==> config.mk <==
export PLATFORM = sky130hd
export DESIGN_NAME = id_stage
export DESIGN_NICKNAME = d
export VERILOG_FILES = /design/src/rtl/cqu_mips_pkg.sv /design/src/rtl/id_regfile.sv /design/src/rtl/id_stage.sv
export SDC_FILE = /design/constraint.sdc
export NUM_CORES = 2
export LEC_CHECK = 0
export CORE_AREA = 2 2 233 464
export DETAILED_ROUTE_END_ITERATION = 7
export DIE_AREA = 0 0 235 466
export PLACE_DENSITY = 0.77
export SYNTH_ARGS = -nofsm -noshare
export SYNTH_HDL_FRONTEND = slang
export SYNTH_SLANG_ARGS = --single-unit
==> constraint.sdc <==
create_clock -name clk -period 36.6 [get_ports clk]
set_clock_uncertainty 0.2 [all_clocks]
set_input_delay 5.49 -clock clk [delete_from_list [all_inputs] [get_ports clk]]
set_output_delay 5.49 -clock clk [all_outputs]
set_load 0.01 [all_outputs]
==> src/rtl/cqu_mips_pkg.sv <==
// Shared definitions for the cqu_mips pipeline: opcode constants, instruction
// field positions and a clog2 helper usable in parameter expressions.
package cqu_mips_pkg;

    localparam logic [5:0] OP_ANDI = 6'h0C;
    localparam logic [5:0] OP_ORI  = 6'h0D;
    localparam logic [5:0] OP_XORI = 6'h0E;

    localparam int INSTR_W    = 32;
    localparam int OPCODE_LSB = 26;
    localparam int OPCODE_W   = 6;
    localparam int RS_LSB     = 21;
    localparam int RT_LSB     = 16;
    localparam int RD_LSB     = 11;
    localparam int REGF_W     = 5;
    localparam int FUNCT_LSB  = 0;
    localparam int FUNCT_W    = 6;
    localparam int IMM_LSB    = 0;
    localparam int IMM_W      = 16;

    function automatic int clog2(input int value);
        int result;
        result = 0;
        for (int i = 0; i < 32; i++) begin
            if ((64'd1 << i) < 64'(value)) begin
                result = i + 1;
            end else begin
                result = result;
            end
        end
        return result;
    endfunction

endpackage

==> src/rtl/id_regfile.sv <==
// Register file for the decode stage: two asynchronous read ports, one
// synchronous write port, register 0 hardwired to zero, asynchronous reset.
module id_regfile
    import cqu_mips_pkg::*;
#(
    parameter int DATA_W = 32,
    parameter int NREG   = 32,
    parameter int REG_AW = clog2(NREG)
) (
    input  logic              clk,
    input  logic              reset,
    input  logic [REG_AW-1:0] ra_addr,
    output logic [DATA_W-1:0] ra_data,
    input  logic [REG_AW-1:0] rb_addr,
    output logic [DATA_W-1:0] rb_data,
    input  logic              we,
    input  logic [REG_AW-1:0] waddr,
    input  logic [DATA_W-1:0] wdata
);

    logic [DATA_W-1:0] mem_q [NREG];

    // Storage update; writes aimed at register 0 are dropped.
    always_ff @(posedge clk or posedge reset) begin
        if (reset) begin
            for (int i = 0; i < NREG; i++) begin
                mem_q[i] <= {DATA_W{1'b0}};
            end
        end else if (we && (waddr != {REG_AW{1'b0}})) begin
            mem_q[waddr] <= wdata;
        end else begin
            mem_q <= mem_q;
        end
    end

    // Port A read, forcing zero for register 0.
    always_comb begin
        if (ra_addr == {REG_AW{1'b0}}) begin
            ra_data = {DATA_W{1'b0}};
        end else begin
            ra_data = mem_q[ra_addr];
        end
    end

    // Port B read, forcing zero for register 0.
    always_comb begin
        if (rb_addr == {REG_AW{1'b0}}) begin
            rb_data = {DATA_W{1'b0}};
        end else begin
            rb_data = mem_q[rb_addr];
        end
    end

endmodule

==> src/rtl/id_stage.sv <==
// Instruction-decode stage: field split, operand read, immediate extension,
// valid/ready output register with flush. Optional macro: ID_BYPASS_EN.
module id_stage
    import cqu_mips_pkg::*;
#(
    parameter  int DATA_W = 32,
    parameter  int NREG   = 32,
    localparam int REG_AW = clog2(NREG)
) (
    input  logic                clk,
    input  logic                reset,
    input  logic                in_valid,
    output logic                in_ready,
    input  logic [INSTR_W-1:0]  instruction,
    input  logic                flush,
    input  logic                wb_en,
    input  logic [REG_AW-1:0]   wb_addr,
    input  logic [DATA_W-1:0]   wb_data,
    output logic                out_valid,
    input  logic                out_ready,
    output logic [OPCODE_W-1:0] opcode,
    output logic [FUNCT_W-1:0]  funct,
    output logic [REG_AW-1:0]   rs,
    output logic [REG_AW-1:0]   rt,
    output logic [REG_AW-1:0]   rd,
    output logic [IMM_W-1:0]    imm,
    output logic [DATA_W-1:0]   imm_ext,
    output logic [DATA_W-1:0]   rs_data,
    output logic [DATA_W-1:0]   rt_data
);

    logic                accept_s;
    logic                out_valid_d;
    logic [OPCODE_W-1:0] opcode_s;
    logic [FUNCT_W-1:0]  funct_s;
    logic [REG_AW-1:0]   rs_s;
    logic [REG_AW-1:0]   rt_s;
    logic [REG_AW-1:0]   rd_s;
    logic [IMM_W-1:0]    imm_s;
    logic                ext_fill_s;
    logic [DATA_W-1:0]   imm_ext_s;
    logic [DATA_W-1:0]   rf_rs_s;
    logic [DATA_W-1:0]   rf_rt_s;
    logic [DATA_W-1:0]   rs_data_d;
    logic [DATA_W-1:0]   rt_data_d;

    logic                out_valid_q;
    logic [OPCODE_W-1:0] opcode_q;
    logic [FUNCT_W-1:0]  funct_q;
    logic [REG_AW-1:0]   rs_q;
    logic [REG_AW-1:0]   rt_q;
    logic [REG_AW-1:0]   rd_q;
    logic [IMM_W-1:0]    imm_q;
    logic [DATA_W-1:0]   imm_ext_q;
    logic [DATA_W-1:0]   rs_data_q;
    logic [DATA_W-1:0]   rt_data_q;

    assign in_ready = !out_valid_q || out_ready;
    assign accept_s = in_valid && in_ready && !flush;

    // Register specifiers keep only the low REG_AW bits of each 5-bit field.
    assign opcode_s = instruction[OPCODE_LSB +: OPCODE_W];
    assign funct_s  = instruction[FUNCT_LSB +: FUNCT_W];
    assign rs_s     = instruction[RS_LSB +: REG_AW];
    assign rt_s     = instruction[RT_LSB +: REG_AW];
    assign rd_s     = instruction[RD_LSB +: REG_AW];
    assign imm_s    = instruction[IMM_LSB +: IMM_W];

    id_regfile #(
        .DATA_W (DATA_W),
        .NREG   (NREG),
        .REG_AW (REG_AW)
    ) u_regfile (
        .clk     (clk),
        .reset   (reset),
        .ra_addr (rs_s),
        .ra_data (rf_rs_s),
        .rb_addr (rt_s),
        .rb_data (rf_rt_s),
        .we      (wb_en),
        .waddr   (wb_addr),
        .wdata   (wb_data)
    );

    // Logical immediates are zero-extended, everything else sign-extended.
    always_comb begin
        case (opcode_s)
            OP_ANDI, OP_ORI, OP_XORI: ext_fill_s = 1'b0;
            default:                  ext_fill_s = imm_s[IMM_W-1];
        endcase
    end

    // Immediate extension to the operand width.
    always_comb begin
        imm_ext_s              = {DATA_W{ext_fill_s}};
        imm_ext_s[IMM_W-1:0]   = imm_s;
    end

    // Next-state of the output valid flag; flush dominates.
    always_comb begin
        out_valid_d = out_valid_q;
        if (flush) begin
            out_valid_d = 1'b0;
        end else if (accept_s) begin
            out_valid_d = 1'b1;
        end else if (out_ready) begin
            out_valid_d = 1'b0;
        end else begin
            out_valid_d = out_valid_q;
        end
    end

`ifdef ID_BYPASS_EN
    logic hold_s;
    assign hold_s = out_valid_q && !out_ready && !flush;

    // Operand capture with same-cycle write bypass and held-operand refresh.
    always_comb begin
        rs_data_d = rs_data_q;
        rt_data_d = rt_data_q;
        if (accept_s) begin
            if (wb_en && (wb_addr == rs_s) && (rs_s != {REG_AW{1'b0}})) begin
                rs_data_d = wb_data;
            end else begin
                rs_data_d = rf_rs_s;
            end
            if (wb_en && (wb_addr == rt_s) && (rt_s != {REG_AW{1'b0}})) begin
                rt_data_d = wb_data;
            end else begin
                rt_data_d = rf_rt_s;
            end
        end else if (hold_s) begin
            if (wb_en && (wb_addr == rs_q) && (rs_q != {REG_AW{1'b0}})) begin
                rs_data_d = wb_data;
            end else begin
                rs_data_d = rs_data_q;
            end
            if (wb_en && (wb_addr == rt_q) && (rt_q != {REG_AW{1'b0}})) begin
                rt_data_d = wb_data;
            end else begin
                rt_data_d = rt_data_q;
            end
        end else begin
            rs_data_d = rs_data_q;
            rt_data_d = rt_data_q;
        end
    end
`else
    // Operand capture straight from the array; the array is read before the write.
    always_comb begin
        rs_data_d = rs_data_q;
        rt_data_d = rt_data_q;
        if (accept_s) begin
            rs_data_d = rf_rs_s;
            rt_data_d = rf_rt_s;
        end else begin
            rs_data_d = rs_data_q;
            rt_data_d = rt_data_q;
        end
    end
`endif

    // Output pipeline register; data fields load only on accept.
    always_ff @(posedge clk or posedge reset) begin
        if (reset) begin
            out_valid_q <= 1'b0;
            opcode_q    <= {OPCODE_W{1'b0}};
            funct_q     <= {FUNCT_W{1'b0}};
            rs_q        <= {REG_AW{1'b0}};
            rt_q        <= {REG_AW{1'b0}};
            rd_q        <= {REG_AW{1'b0}};
            imm_q       <= {IMM_W{1'b0}};
            imm_ext_q   <= {DATA_W{1'b0}};
            rs_data_q   <= {DATA_W{1'b0}};
            rt_data_q   <= {DATA_W{1'b0}};
        end else begin
            out_valid_q <= out_valid_d;
            rs_data_q   <= rs_data_d;
            rt_data_q   <= rt_data_d;
            if (accept_s) begin
                opcode_q  <= opcode_s;
                funct_q   <= funct_s;
                rs_q      <= rs_s;
                rt_q      <= rt_s;
                rd_q      <= rd_s;
                imm_q     <= imm_s;
                imm_ext_q <= imm_ext_s;
            end else begin
                opcode_q  <= opcode_q;
                funct_q   <= funct_q;
                rs_q      <= rs_q;
                rt_q      <= rt_q;
                rd_q      <= rd_q;
                imm_q     <= imm_q;
                imm_ext_q <= imm_ext_q;
            end
        end
    end

    assign out_valid = out_valid_q;
    assign opcode    = opcode_q;
    assign funct     = funct_q;
    assign rs        = rs_q;
    assign rt        = rt_q;
    assign rd        = rd_q;
    assign imm       = imm_q;
    assign imm_ext   = imm_ext_q;
    assign rs_data   = rs_data_q;
    assign rt_data   = rt_data_q;

endmodule

# Word level (Yosys, flattened, before mapping)
# Cells that the tools add are included.
# totals
reg_bits	1149
inputBits	75
output_inout_bits	141
wordCells	79
# classes
magnitude_cmp	4
eq_ne	3
mux	15
n_bitwise	3
reduce_logical	12
# ops
operator	count
$bwmux 1024	1
$bmux 32 s5	2
$mux 32	7
$demux 32 s5	1
$eq 6x4->1 const B	3
$ge 6x6->1 const B	3
$not 5->6	3
$logic_not 5->1	2
$lt 6x1->1 const B	1
$reduce_bool 5->1	1
$logic_and 1x1->1	4
$mux 1	4
$reduce_bool 3->1	1
$reduce_or 3->1	1
$logic_not 1->1	2
$logic_or 1x1->1	1

# Depth between registers and ports, before layout
# logic_depth
ltp_word	6
ltp_mapped	9
depth_no_buf	4

# Hierarchy
# Synthesis repeated with hierarchy kept, for this count alone.
# hier_totals
hier_cells	3874
hier_area_um2	58967.8
# modules_own_cells
module	n_inst	cells_each	area_per_inst_um2	seq_area_each_um2
id_regfile	1	3617	54974.0	25624.6
id_stage	1	257	3993.8	2452.4

# Worst setup path before layout
# OpenSTA, ideal clock, no wires.
# synth_path
path_kind	input to output
start	in out_ready
end	out in_ready
t_arrival_ns	5.871
required_ns	30.910
path_slack_ns	25.039
path_stages	2
n_path_buf	1
path_cell_list	nand2b_1 -> clkbuf_1
# synth_via
elab_chain_len	1
# synth_lines
element	line	source
from (decl)	id_stage.sv:20	input logic out_ready,
$logic_or 1x1->1	id_stage.sv:58	assign in_ready = !out_valid_q || out_ready;
to (decl)	id_stage.sv:13	output logic in_ready,
# Every way passes these cells.

# Final worst setup path
# Same ends and word-level chain as after synthesis.

==> impl_metrics.py <==
metrics = {
    "clock_tree": {
        "htree_num_levels": 3,
        "cts_buffers": 98,
        "clkSlewWorstSetupHoldPaths_ns": 0.06,
        "cts_sinks": 1122,
        "clockBufferDepth": 3,
        "insertion_delay_ns": 0.71,
        "cts_tree": "built",
        "hold_buffers": 0,
        "ctsResizeCount": 0,
        "clk_root_buffer_cell": "clkbuf_16",
        "postCtsSetupRepairBufs": 0,
    },
    "flow_run": {
        "maxCapViolCount": 0,
    },
    "synthesis": {
        "synth_top_area_share_pct": 47.67,
        "async_flop_share_pct": 100.0,
        "ys_warn_count": 0,
        "synth_area_per_cell_sq_um": 14.60,
        "muxShareOfSynthArea_pct": 41.24,
        "synth-simple-area-share_pct": 1.780,
        "ys_seq_area_share_pct": 47.67,
        "synth_compound_area_share_pct": 4.618,
        "netlist.top_cell.by_area": "dfrtp_1",
        "synth_flop_cell": "dfrtp_1",
        "ys_top_cells_by_area": "dfrtp_1 (48%), mux2_2 (26%), mux4_2 (12%)",
        "synth_top_family_by_area": "multiplexers",
        "syn-num-nets": 4109,
        "synth_edf_count": 0,
        "synth-seq-cells": 1122,
        "synth_xor_area_share_pct": 0,
        "netlist-cell-type-count": 53,
        "synthAdderAreaFrac_pct": 0,
        "syn_inst": 4034,
        "synthesis.area_sq_mm": 0.05890,
    },
    "floorplan": {
        "die_area_sq_mm": 0.1095,
        "fp.dieH_um": 466,
        "initial_core_util_pct": 55.60,
        "core_area_sq_mm": 0.1059,
        "die_x_um": 235,
        "num_rows": 169,
        "io_pins": 216,
    },
    "route": {
        "drc": 0,
        "num_vias": 37490,
        "avgRoutedWirePerCell_um": 32.84,
        "drt-total-wl_um": 178000,
        "viasPerCell": 6.918,
        "antenna_left": 0,
        "first_pass_iters": 5,
        "drt_iter0_markers": 3188,
    },
    "run_status": {
        "status": "finished clean",
    },
    "global_route": {
        "grt_pass1_vias": 39370,
        "antenna_found_initial": 11,
        "grt_pass1_wl_um": 261500,
        "grt-busiest-layer": "met2",
        "grt_max_degree": 192,
        "grt_usage_pct": 32.48,
        "use_met2_pct": 54.82,
        "grt_overflow": 0,
        "grt_use_met3_pct": 5.991,
        "gr-usage-met1_pct": 38.10,
    },
    "critical_path": {
        "r2r-end": "funct[1]$_DFFE_PP0P_",
        "worst-setup-path-type": "input port to output port",
        "crit_required_ns": 30.91,
        "cp.arrival_ns": 6.96,
        "timing.rr.start": "out_valid$_DFFE_PP0P_",
        "cp_max_fo": 7,
        "reg2reg_slack_ns": 33.68,
        "endpoint_kind": "output port",
        "r2r_cells": 4,
        "start_kind": "input port",
    },
    "power_and_ir_drop": {
        "leakagePower_nw": 27.95,
        "vdd_drop_max_mv": 0.04190,
        "p_per_area_mw_per_mm2": 53.81,
    },
    "place": {
        "io_buffers": 215,
        "place_inst": 5232,
        "place.gp.congestion": 0.8247,
        "hpwl_um": 103300,
    },
    "cells_and_area": {
        "final_cell_count_no_fill": 5419,
        "drive_above_1_share_pct": 49.46,
        "nets": 4039,
        "layout_commonest_cell": "mux2_2",
        "area_growth_pct": 9.174,
        "final_cell_mix": "mux2_2 (1,362), dfrtp_1 (1,122), mux4_2 (323)",
    },
    "sta": {
        "min_period_ns": 12.65,
        "timing.final.crit_share_pct": 34.55,
        "setup_viol": 0,
        "fmax_mhz": 79.08,
        "rsz0062_at_grt": "no",
        "hold_viol": 0,
        "tightest_slew_ns": 1.293,
        "slew_viol_final": 0,
        "slew_headroom_pct": 13.62,
        "setup_tns_ns": 0,
    },
    "min_path": {
        "min_from": "u_regfile.mem_q[992]$_DFFE_PP0P_",
        "worstHoldEndpoint": "u_regfile.mem_q[992]$_DFFE_PP0P_",
        "hold_depth": 0,
        "holdCritPathClass": "register to register",
    },
}
-- worst max-delay path, cell delays in order --
cell             delay [ns]
clkdlybuf4s50_1        0.45
nand2b_1               0.38
clkdlybuf4s50_1        0.63
-- logic make-up (layout without fill, tap and decap cells) --
| family | count (synthesis) | count (layout) |
|---|---|---|
| muxes | 1848 | 1848 |
| DFF | 1122 | 1122 |
| buffers and inverters | 483 | 491 |
| AOI/OAI and AO/OA | 358 | 358 |
| and+or+nand+nor | 223 | 223 |
| other | 0 | 9 |
-- how the worst max path moves through the flow --
stage	from	endpoint	slack, ns
2_1_floorplan	reset	funct[0]$_DFFE_PP0P_	15.43
3_3_place_gp	out_ready	in_ready	23.98
3_5_place_dp	out_ready	in_ready	23.96
4_1_cts	out_ready	in_ready	23.96
5_1_grt	out_ready	in_ready	23.89
6_report	out_ready	in_ready	23.95
-- per-layer routing --
layer	wire length (um)	up-vias
met1	62820	19980
met2	89450	1747
met3	12760	588
met5	20	-
li1	-	15160
met4	12900	4
-- power by group --
group          total, mW  switching [mW]  internal [mW]
clock               1.07           0.481          0.593
combinational      0.730           0.285          0.445
sequential          1.66           0.182           1.47
total               3.46           0.948           2.51
-- state kept, by name, summed over array words and instances, names as in the netlist --
register / flops
funct: 5
imm: 6
imm_ext: 2
opcode: 6
out_valid: 1
rd: 4
rs: 5
rs_data: 32
rt: 5
rt_data: 32
u_regfile.mem_q: 1024
-- synthesized netlist by cell type, drive strengths merged, types with 8 or more instances --
library cell / n
nor2: 112
mux4: 324
a211oi: 34
o22ai: 184
clkbuf: 192
nand2: 52
mux2i: 136
buf: 289
a32o: 32
a2111oi: 62
mux2: 1388
dfrtp: 1122
a22o: 30
nor3b: 8
nor2b: 9
-- through the flow --
step	total power, mW	hold WS [ns]	cell area (sq um)	setup slack, ns	utilization, %
floorplan	2.177	0.2413	58910	15.43	-
global placement	2.358	0.1763	61020	23.98	57.60
detailed placement	2.401	0.1835	61020	23.96	57.60
CTS	3.467	0.1988	64280	23.96	60.68
global route	3.590	0.2053	64300	23.89	60.69
finish	3.460	0.1969	64310	23.95	60.70
-- layout make-up --
class / instances / area (sq um)
antenna: 9 / 22.52
multi-input combinational: 2429 / 28300
clock inverter: 32 / 342.8
timing repair buffer: 311 / 2920
inverter: 2 / 11.26
fill: 7861 / 41630
clock buffer: 146 / 2915
tap: 1368 / 1712
sequential: 1122 / 28080
(Power assumes the default switching activity.)
